`config.mk`:
```
export PLATFORM = sky130hd
export DESIGN_NAME = fan_ramp_controller
export DESIGN_NICKNAME = d
export VERILOG_FILES = /design/src/rtl/fan_ramp_controller.sv
export SDC_FILE = /design/constraint.sdc
export NUM_CORES = 1
export LEC_CHECK = 0
export BUFFER_PORTS_ARGS = -buffer_cell sky130_fd_sc_hd__buf_2
export CORE_MARGIN = 4
export CORE_UTILIZATION = 60
export DETAILED_ROUTE_END_ITERATION = 7
export GPL_TIMING_DRIVEN = 1
export PLACE_DENSITY = 0.84
export SLEW_MARGIN = 20
export SYNTH_ARGS = -nofsm -noshare
export SYNTH_HDL_FRONTEND = slang
export SYNTH_SLANG_ARGS = --single-unit
```
`constraint.sdc`:
```
create_clock -name clk -period 4.6 [get_ports clk]
set_clock_uncertainty 0.05 [all_clocks]
set_input_delay 0.92 -clock clk [delete_from_list [all_inputs] [get_ports clk]]
set_output_delay 0.92 -clock clk [all_outputs]
set_load 0.05 [all_outputs]
```
`src/rtl/fan_ramp_controller.sv`:
```
// Multi-level fan speed controller: target level from up/down/direct-load commands,
// applied speed slews one level per RAMP_DIV cycles, PWM duty follows applied speed.
module fan_ramp_controller #(
  parameter int SPEED_W  = 3,
  parameter int RAMP_DIV = 4
) (
  input  logic               clk,
  input  logic               reset,
  input  logic               update,
  input  logic               up,
  input  logic               down,
  input  logic               set_valid,
  input  logic [SPEED_W-1:0] set_level,
  output logic [SPEED_W-1:0] target,
  output logic [SPEED_W-1:0] speed,
  output logic               pwm,
  output logic               ramping,
  output logic               estop
);

  localparam int CW = (RAMP_DIV > 1) ? $clog2(RAMP_DIV) : 1;
  localparam logic [SPEED_W-1:0] MAX      = '1;
  localparam logic [SPEED_W-1:0] PWM_LAST = MAX - 1'b1;
  localparam logic [CW-1:0]      RELOAD   = CW'(RAMP_DIV - 1);

  typedef enum logic [1:0] {IDLE, RAMP_UP, RAMP_DOWN} state_e;

  state_e             state_q, state_d;
  logic [CW-1:0]      cnt_q, cnt_d;
  logic [SPEED_W-1:0] target_q, target_d;
  logic [SPEED_W-1:0] speed_q, speed_d;
  logic [SPEED_W-1:0] pwm_cnt_q, pwm_cnt_d;
  logic               pwm_q, pwm_d;
  logic               estop_q;
  logic               estop_cmd;
  logic [SPEED_W-1:0] spd_inc, spd_dec;

  assign estop_cmd = update & up & down;
  assign spd_inc   = speed_q + 1'b1;
  assign spd_dec   = speed_q - 1'b1;

  always_ff @(posedge clk or posedge reset) begin
    if (reset) begin
      state_q   <= IDLE;
      cnt_q     <= '0;
      target_q  <= '0;
      speed_q   <= '0;
      pwm_cnt_q <= '0;
      pwm_q     <= 1'b0;
      estop_q   <= 1'b0;
    end else begin
      state_q   <= state_d;
      cnt_q     <= cnt_d;
      target_q  <= target_d;
      speed_q   <= speed_d;
      pwm_cnt_q <= pwm_cnt_d;
      pwm_q     <= pwm_d;
      estop_q   <= estop_cmd;
    end
  end

  // Command priority: estop > direct load > step up > step down.
  always_comb begin
    target_d = target_q;
    if (estop_cmd)                               target_d = '0;
    else if (set_valid)                          target_d = set_level;
    else if (update && up && target_q != MAX)    target_d = target_q + 1'b1;
    else if (update && down && target_q != '0)   target_d = target_q - 1'b1;
  end

  always_comb begin
    state_d = state_q;
    cnt_d   = cnt_q;
    speed_d = speed_q;
    if (estop_cmd) begin
      state_d = IDLE;
      cnt_d   = '0;
      speed_d = '0;
    end else begin
      case (state_q)
        IDLE: begin
          if (target_q > speed_q) begin
            state_d = RAMP_UP;
            cnt_d   = RELOAD;
          end else if (target_q < speed_q) begin
            state_d = RAMP_DOWN;
            cnt_d   = RELOAD;
          end
        end
        RAMP_UP: begin
          // Direction reversal restarts the step interval without stepping.
          if (target_q < speed_q) begin
            state_d = RAMP_DOWN;
            cnt_d   = RELOAD;
          end else if (target_q == speed_q) begin
            state_d = IDLE;
          end else if (cnt_q != '0) begin
            cnt_d = cnt_q - 1'b1;
          end else begin
            speed_d = spd_inc;
            cnt_d   = RELOAD;
            if (spd_inc == target_q) state_d = IDLE;
          end
        end
        RAMP_DOWN: begin
          if (target_q > speed_q) begin
            state_d = RAMP_UP;
            cnt_d   = RELOAD;
          end else if (target_q == speed_q) begin
            state_d = IDLE;
          end else if (cnt_q != '0) begin
            cnt_d = cnt_q - 1'b1;
          end else begin
            speed_d = spd_dec;
            cnt_d   = RELOAD;
            if (spd_dec == target_q) state_d = IDLE;
          end
        end
        default: state_d = IDLE;
      endcase
    end
  end

  // PWM period is MAX cycles so speed=MAX is a constant high.
  always_comb begin
    pwm_cnt_d = (pwm_cnt_q == PWM_LAST) ? '0 : pwm_cnt_q + 1'b1;
    pwm_d     = (pwm_cnt_q < speed_q);
  end

  always_comb begin
    target  = target_q;
    speed   = speed_q;
    pwm     = pwm_q;
    estop   = estop_q;
    ramping = (state_q != IDLE);
  end

endmodule

```
==> flow_summary.json, run 1 <==
{
  "async_reset_ff_frac": 1.000,
  "grt_start_max_net_pins": 16,
  "cp.buffers_inverters": 3,
  "crit_cells": 4,
  "antenna_cells": 0,
  "final_layout_size_suffix_gt1_frac": 0.2128,
  "dieArea_mm2": 0.002683,
  "tightest_slew_ns": 0.5737,
  "post-place-ws_ns": 2.203,
  "clock.fmax_mhz": 420.9,
  "cp-startpoint": "state_q[0]",
  "core_mm2": 0.001764,
  "synth-edff-count": 0,
  "synth.avg_cell_area_um2": 9.435,
  "rsz0062_at_grt": "no",
  "end_kind": "output port",
  "p_switching_mw": 0.3803,
  "critPathLaunchType": "flop",
  "synth_cell_types": 39,
  "arrival_ns": 1.41,
  "std_cell_rows": 15,
  "grt_pass1_vias": 933,
  "finalHoldViolations": 0,
  "numPortBuffers": 17,
  "wl_mm": 2.304,
  "start_util": 0.6525,
  "finalCriticalPeriod_ns": 2.376,
  "cts_buffers": 3,
  "dr.pass1.iters": 4,
  "ys_ff_latch": 15,
  "clk_latency_ns": 0.29,
  "reg2regPathDepth": 6,
  "vias": 966,
  "slowest_stage": "dfrtp_1",
  "worstPathRequired_ns": 3.63,
  "place_congestion": 0.8463,
  "syn-cell-area_mm2": 0.001151,
  "internal-power_mw": 0.4016,
  "layout_commonest_cell": "buf_2",
  "outcome": "complete, no violations",
  "yosys_warnings": 0,
  "synthFlopType": "dfrtp_1",
  "cp_top_family": "buffers and inverters",
  "route.detailed.drc": 0,
  "cp_max_fo": 4,
  "worstReg2RegStart": "target[0]",
  "r2r-end": "state_q[0]",
  "setup_tns_ns": 0,
  "cts_setup_buffers": 0,
  "clk_pin_slew_ns": 0.09,
  "dp_hpwl_mm": 1.800,
  "htreeDepth": 1,
  "p_leak_nw": 0.6499,
  "cts_root_buf": "clkbuf_4",
  "antenna_found_initial": 0,
  "worst_slack_ns": 2.224,
  "final_cell_mix": "buf_2, dfrtp_1, inv_1",
  "fin_nets": 164,
  "netlist_instances": 122,
  "final_cell_area_mm2": 0.001287,
  "setup_viol_count_final": 0,
  "io_pins": 18,
  "seq_power_share": 0.261,
  "mappedNetlistNets": 144,
  "peakVddDrop_mv": 0.3874,
  "drtAntennaViolNets": 0,
  "hold_path.class": "flop to flop",
  "slew_headroom": 0.6171,
  "ctsResizeCount": 0,
  "synth_seq_area_share": 0.3261,
  "power_density_mw_per_mm2": 607.3,
  "combPwrFrac": 0.641,
  "min_period_over_period": 0.5165,
  "path_common_cell": "inv_1",
  "grt_pass1_wl_mm": 4.126,
  "r2r_setup_slack_ns": 2.23,
  "die_y_um": 51.80,
  "min-delay-start": "pwm_cnt_q[0]",
  "grtUsageTotal": 0.2073,
  "sw_frac_of_total": 0.4864,
  "crit_type": "flop to output port",
  "cap_viol_max_count": 0,
  "postPlaceCellArea_mm2": 0.001260,
  "clkPwrFrac": 0.099,
  "overflow": 0,
  "wl_per_cell_um": 13.88,
  "cts.sinks": 15,
  "viasPerCell": 5.819,
  "cp-endpoint": "ramping",
  "syn_to_final_growth_pct": 11.85,
  "cts_tree": "done",
  "drt_iter0_markers": 10,
  "worstPathCellList": "inv_1, ha_1, inv_1, buf_2",
  "cts_buffer_depth": 2,
  "max_stage_delay_ns": 0.40,
  "die_x_um": 51.80,
  "holdBufCountCts": 0,
  "final_max_slew_viol_count": 0
}
[sequential cells by signal, summed over array words and instances, names as in the netlist]
name and cells:
pwm 1, state_q 2, target 3, estop 1, pwm_cnt_q 3, speed 3
cnt_q 2
[metal layers]
metal | vias up | part of all wire | global-route usage
met2 | 31 | 0.50 | 0.3644
met4 | 0 | 0.010 | 0.03930
met5 | - | 0 | 0
met3 | 4 | 0.056 | 0.06590
met1 | 455 | 0.43 | 0.2477
li1 | 476 | - | -
[cells by family after synthesis]
group / Yosys count / synth area share
simple gates: 33 / 0.1565
fa+ha+maj: 13 / 0.1478
flops: 15 / 0.3261
xor+xnor: 6 / 0.04566
compound gates: 31 / 0.1913
buf+inv: 15 / 0.04892
mux: 9 / 0.08369
[final cells by class]
class                      count  area (µm²)
multi-input combinational     92       719.4
tap                           25       31.28
clock buffer                   3       22.52
fill                         146       476.7
timing repair buffer          17       85.08
sequential                    15       375.4
clock inverter                 1       5.005
inverter                      13       48.80
[cells in the mapped netlist, types with 2 or more instances]
library cell  instances  area, µm²
nand3_1               6      30.03
nand2b_1              2      12.51
o21a_1                2      15.01
ha_1                 12      150.1
xor2_1                3      26.28
inv_1                13      48.80
mux2i_1               7      70.07
a21oi_1               8      40.04
xnor2_1               3      26.28
o21ai_0               6      30.03
o31a_1                2      17.52
o221a_2               2      22.52
nor2_1                6      22.52
dfrtp_1              15      375.4
nand2_1              10      37.54
clkbuf_1              2      7.510
[per-stage QoR]
step / hold WS, ns / instances / power (mW) / utilization
3_3_place_gp: 0.4328 / 162 / 0.6857 / 0.7142
6_report: 0.4645 / 166 / 0.7819 / 0.7298
4_1_cts: 0.4637 / 166 / 0.7842 / 0.7298
2_1_floorplan: 0.4046 / 122 / 0.6061 / -
5_1_grt: 0.4797 / 166 / 0.8550 / 0.7298
3_5_place_dp: 0.4453 / 162 / 0.7056 / 0.7142
[power by group through the flow]
| stage | sequential [mW] | combinational [mW] | clock, mW |
|---|---|---|---|
| detailed placement | 0.205 | 0.500 | 0 |
| global placement | 0.204 | 0.481 | 0 |
| CTS | 0.204 | 0.502 | 0.0781 |
| floorplan | 0.258 | 0.348 | 0 |
| finish | 0.204 | 0.501 | 0.0771 |
| global route | 0.210 | 0.558 | 0.0867 |
[worst min path at each step]
stage / to / depth (start not counted) / slack, ns
2_1_floorplan: pwm_cnt_q[0] / 1 / 0.40
6_report: pwm_cnt_q[0] / 1 / 0.46
3_5_place_dp: pwm_cnt_q[0] / 1 / 0.45
3_3_place_gp: pwm_cnt_q[0] / 1 / 0.43
5_1_grt: pwm_cnt_q[0] / 1 / 0.48
4_1_cts: pwm_cnt_q[0] / 1 / 0.46
(Power assumes the default switching activity.)
==> run 2: changes to the inputs <==
--- a/config.mk
+++ b/config.mk
@@ -7,10 +7,10 @@
 export LEC_CHECK = 0
 export BUFFER_PORTS_ARGS = -buffer_cell sky130_fd_sc_hd__buf_2
 export CORE_MARGIN = 4
-export CORE_UTILIZATION = 60
+export CORE_UTILIZATION = 55
 export DETAILED_ROUTE_END_ITERATION = 7
 export GPL_TIMING_DRIVEN = 1
-export PLACE_DENSITY = 0.84
+export PLACE_DENSITY = 0.78
 export SLEW_MARGIN = 20
 export SYNTH_ARGS = -nofsm -noshare
 export SYNTH_HDL_FRONTEND = slang
==> constraint.sdc (replaced) <==
create_clock -name clk -period 2.4 [get_ports clk]
set_clock_uncertainty 0.05 [all_clocks]
set_input_delay 0.48 -clock clk [delete_from_list [all_inputs] [get_ports clk]]
set_output_delay 0.48 -clock clk [all_outputs]
set_load 0.05 [all_outputs]
==> flow_summary.json, run 2 (synthesis results as in run 1) <==
{
  "overflow": 0,
  "r2r_setup_slack_ns": 0.12,
  "place_congestion": 0.8100,
  "drtAntennaViolNets": 0,
  "start_util": 0.5808,
  "r2r-end": "speed[1]",
  "clk_latency_ns": 0.29,
  "final_cell_mix": "buf_2, inv_1, dfrtp_1",
  "setup_tns_ns": 0,
  "grt_start_max_net_pins": 16,
  "grtUsageTotal": 0.1825,
  "n_fill_cell": 152,
  "wl_mm": 2.269,
  "viasPerCell": 5.655,
  "clk_pin_slew_ns": 0.09,
  "vias": 967,
  "cap_viol_max_count": 0,
  "power_density_mw_per_mm2": 1151,
  "arrival_ns": 2.41,
  "slew_headroom": 0.6245,
  "antenna_cells": 0,
  "cts_root_buf": "clkbuf_4",
  "grt_pass1_vias": 886,
  "hold_path.class": "input pin to async pin",
  "final_max_slew_viol_count": 0,
  "whs_ns": 0.1762,
  "cts.sinks": 15,
  "finalCriticalPeriod_ns": 2.275,
  "finalHoldViolations": 0,
  "cts_buffers": 3,
  "worstPathRequired_ns": 2.53,
  "slowest_stage": "or4b_4",
  "std_cell_rows": 16,
  "postPlaceCellArea_mm2": 0.001287,
  "final_cell_area_mm2": 0.001315,
  "worst_slack_ns": 0.1246,
  "reg2regPathDepth": 7,
  "rsz0062_at_grt": "no",
  "worstPathCellList": "inv_1, ha_1, nor2b_4, o21a_1, or4b_4, mux2_4, o221a_1",
  "critPathLaunchType": "flop",
  "cp.buffers_inverters": 1,
  "cts_buffer_depth": 2,
  "wl_per_cell_um": 13.27,
  "post-place-ws_ns": 0.1414,
  "p_total_mw": 1.514,
  "final_layout_size_suffix_gt1_frac": 0.2431,
  "route.detailed.drc": 0,
  "numPortBuffers": 17,
  "fin_nets": 167,
  "p_leak_nw": 0.6609,
  "dp_hpwl_mm": 1.808,
  "worstReg2RegStart": "speed[1]",
  "die_x_um": 53.75,
  "htreeDepth": 1,
  "crit_type": "flop to flop",
  "min_period_over_period": 0.9481,
  "cp_max_fo": 4,
  "syn_to_final_growth_pct": 14.24,
  "die_y_um": 53.75,
  "dieArea_mm2": 0.002889,
  "ctsResizeCount": 0,
  "antenna_found_initial": 0,
  "holdBufCountCts": 0,
  "cts_setup_buffers": 0,
  "cts_tree": "done",
  "grt_pass1_wl_mm": 3.739,
  "core_mm2": 0.001982,
  "tightest_slew_ns": 0.5627,
  "dr.pass1.iters": 4,
  "io_pins": 18,
  "peakVddDrop_mv": 0.7007,
  "cp_top_family": "simple AND/OR/NAND/NOR gates",
  "max_stage_delay_ns": 0.50,
  "setup_viol_count_final": 0,
  "outcome": "complete, no violations",
  "end_kind": "flop",
  "layout_commonest_cell": "buf_2",
  "drt_iter0_markers": 12,
  "clock.fmax_mhz": 439.5
}
[run 2: cell types whose count changed in the layout (fill, tap and decap cells not counted), sizes merged]
cell  change
buf       +3
[run 2: through the flow]
step                      instances    util
after floorplan                 122       -
after global placement          167  0.6496
after detailed placement        167  0.6496
after CTS                       171  0.6635
after global routing            171  0.6635
final                           171  0.6635
[run 2: layer usage]
layer  share of wire  track usage  up-vias
li1                -            -      485
met1            0.42       0.2100      449
met2            0.51       0.3206       26
met3           0.053      0.04432        7
met4           0.018      0.07234        0
met5               0            0        -
[run 2: layout make-up]
| type | count | area [µm²] | share of cell area |
|---|---|---|---|
| clock buffer | 3 | 22.52 | 0.01713 |
| clock inverter | 1 | 5.005 | 0.003806 |
| inverter | 13 | 48.80 | 0.03711 |
| multi-input combinational | 92 | 719.4 | 0.5471 |
| sequential | 15 | 377.9 | 0.2873 |
| tap | 27 | 33.78 | 0.02569 |
| timing repair buffer | 20 | 107.6 | 0.08183 |
[run 2: power breakdown]
group,switching [mW],total [mW],internal (mW)
Clock,0.0869,0.149,0.0620
Sequential,0.0668,0.388,0.321
Combinational,0.577,0.977,0.401
Total,0.730,1.51,0.784
[run 2: how the worst max path moves through the flow]
stage,from,to,slack (ns),depth (start not counted)
after floorplan,speed[1],speed[1],0.03,7
after global placement,speed[1],speed[1],0.19,7
after detailed placement,speed[1],speed[1],0.14,7
after CTS,speed[1],speed[1],0.12,7
after global routing,speed[1],speed[1],0.06,7
final,speed[1],speed[1],0.12,7
[run 2: worst register-to-register path, stage by stage, from the launching register on]
cell,delay (ns)
dfrtp_2,0.43
inv_1,0.11
ha_1,0.25
nor2b_4,0.14
o21a_1,0.20
or4b_4,0.50
mux2_4,0.27
o221a_1,0.21
==> run 3: changes to the inputs <==
--- a/config.mk
+++ b/config.mk
@@ -10,8 +10,9 @@
 export CORE_UTILIZATION = 55
 export DETAILED_ROUTE_END_ITERATION = 7
 export GPL_TIMING_DRIVEN = 1
-export PLACE_DENSITY = 0.78
+export PLACE_DENSITY = 0.86
 export SLEW_MARGIN = 20
 export SYNTH_ARGS = -nofsm -noshare
 export SYNTH_HDL_FRONTEND = slang
 export SYNTH_SLANG_ARGS = --single-unit
+export TNS_END_PERCENT = 50
==> flow_summary.json, run 3 (synthesis results as in run 1) <==
{
  "seq_area_um2": 377.9,
  "cts_tree": "done",
  "instances_no_fill": 171,
  "dp_hpwl_mm": 1.984,
  "postPlaceCellArea_mm2": 0.001287,
  "cts_buffer_depth": 2,
  "drtAntennaViolNets": 0,
  "clock.fmax_mhz": 437.6,
  "dr.pass1.iters": 4,
  "clk_latency_ns": 0.28,
  "holdBufCountCts": 0,
  "drt_iter0_markers": 17,
  "worstReg2RegStart": "speed[1]",
  "numPortBuffers": 17,
  "slew_headroom": 0.6154,
  "grt_pass1_wl_mm": 4.485,
  "worstPathRequired_ns": 2.53,
  "arrival_ns": 2.41,
  "final_cell_mix": "buf_2, inv_1, dfrtp_1",
  "multi_input_area_um2": 719.4,
  "grtUsageTotal": 0.2136,
  "start_util": 0.5808,
  "cap_viol_max_count": 0,
  "max_stage_delay_ns": 0.50,
  "r2r_setup_slack_ns": 0.11,
  "min_period_over_period": 0.9521,
  "overflow": 0,
  "die_x_um": 53.75,
  "grt_pass1_vias": 1065,
  "final_layout_size_suffix_gt1_frac": 0.2361,
  "p_leak_nw": 0.6581,
  "hold_path.class": "input pin to async pin",
  "vias": 986,
  "dp.cells": 167,
  "final_cell_area_mm2": 0.001314,
  "end_kind": "flop",
  "crit_type": "flop to flop",
  "final_max_slew_viol_count": 0,
  "cts.sinks": 15,
  "route.detailed.drc": 0,
  "outcome": "complete, no violations",
  "cts_root_buf": "clkbuf_4",
  "finalCriticalPeriod_ns": 2.285,
  "antenna_found_initial": 0,
  "worstPathCellList": "inv_1, ha_1, nor2b_4, o21a_1, or4b_4, mux2_4, o221a_1",
  "ctsResizeCount": 0,
  "wl_per_cell_um": 14.33,
  "slowest_stage": "or4b_4",
  "rsz0062_at_grt": "no",
  "wl_mm": 2.450,
  "tightest_slew_ns": 0.5763,
  "critPathLaunchType": "flop",
  "p_total_mw": 1.529,
  "setup_viol_count_final": 0,
  "setup_tns_ns": 0,
  "finalHoldViolations": 0,
  "dieArea_mm2": 0.002889,
  "clk_pin_slew_ns": 0.09,
  "cts_setup_buffers": 0,
  "fin_nets": 167,
  "place_congestion": 0.8487,
  "cts_buffers": 3,
  "grt_start_max_net_pins": 16,
  "peakVddDrop_mv": 0.5933,
  "io_pins": 18,
  "n_fill_cell": 154,
  "reg2regPathDepth": 7,
  "syn_to_final_growth_pct": 14.13,
  "std_cell_rows": 16,
  "die_y_um": 53.75,
  "r2r-end": "speed[1]",
  "viasPerCell": 5.766,
  "htreeDepth": 1,
  "layout_commonest_cell": "buf_2",
  "antenna_cells": 0,
  "power_density_mw_per_mm2": 1164,
  "core_mm2": 0.001982,
  "postLayoutCoreUtil": 0.6629,
  "cp_max_fo": 4
}
[run 3: cell count changes in the layout (fill, tap and decap cells not counted), sizes merged]
cell / before / now
clkinv: 1 / 0
clkbuf: 3 / 4
[run 3: stage by stage]
| stage | hold slack [ns] | setup slack (ns) |
|---|---|---|
| 2_1_floorplan | 0.3313 | 0.02908 |
| 3_3_place_gp | 0.4268 | 0.1865 |
| 3_5_place_dp | 0.4421 | 0.1229 |
| 4_1_cts | 0.2025 | 0.1070 |
| 5_1_grt | 0.2404 | 0.03054 |
| 6_report | 0.1852 | 0.1149 |
[run 3: worst max path at each step]
stage / cells past startpoint / to / startpoint / slack (ns)
3_3_place_gp: 7 / speed[1] / speed[1] / 0.19
6_report: 7 / speed[1] / speed[1] / 0.11
4_1_cts: 7 / speed[1] / speed[1] / 0.11
5_1_grt: 7 / speed[1] / speed[1] / 0.03
3_5_place_dp: 7 / speed[1] / speed[1] / 0.12
2_1_floorplan: 7 / speed[1] / speed[1] / 0.03
[run 3: critical path: cells and delay by family, from the launching register on]
kind,cells,cell delay (ns)
AOI/OAI and AO/OA,2,0.42
adders and majority gates,1,0.26
and+or+nand+nor,2,0.64
muxes,1,0.27
buffers and inverters,1,0.11
DFF,1,0.43
[run 3: cell type report]
| cell class | instances | area share |
|---|---|---|
| multi-input cells | 92 | 0.5476 |
| flip-flops and latches | 15 | 0.2876 |
| repair buffers | 20 | 0.08190 |
| inverters | 13 | 0.03714 |
| well taps | 27 | 0.02571 |
| clock buffers | 4 | 0.02000 |
[run 3: routing by layer]
layer	routed length [µm]	global-route usage
met1	1072	0.2487
met5	0	0
met2	1243	0.3952
met4	38	0.07660
met3	95	0.02493
[run 3: where the power goes]
part / total, mW / internal [mW] / switching [mW]
combinational: 0.992 / 0.403 / 0.589
sequential: 0.389 / 0.321 / 0.0685
clock: 0.148 / 0.0646 / 0.0835
total: 1.53 / 0.789 / 0.741
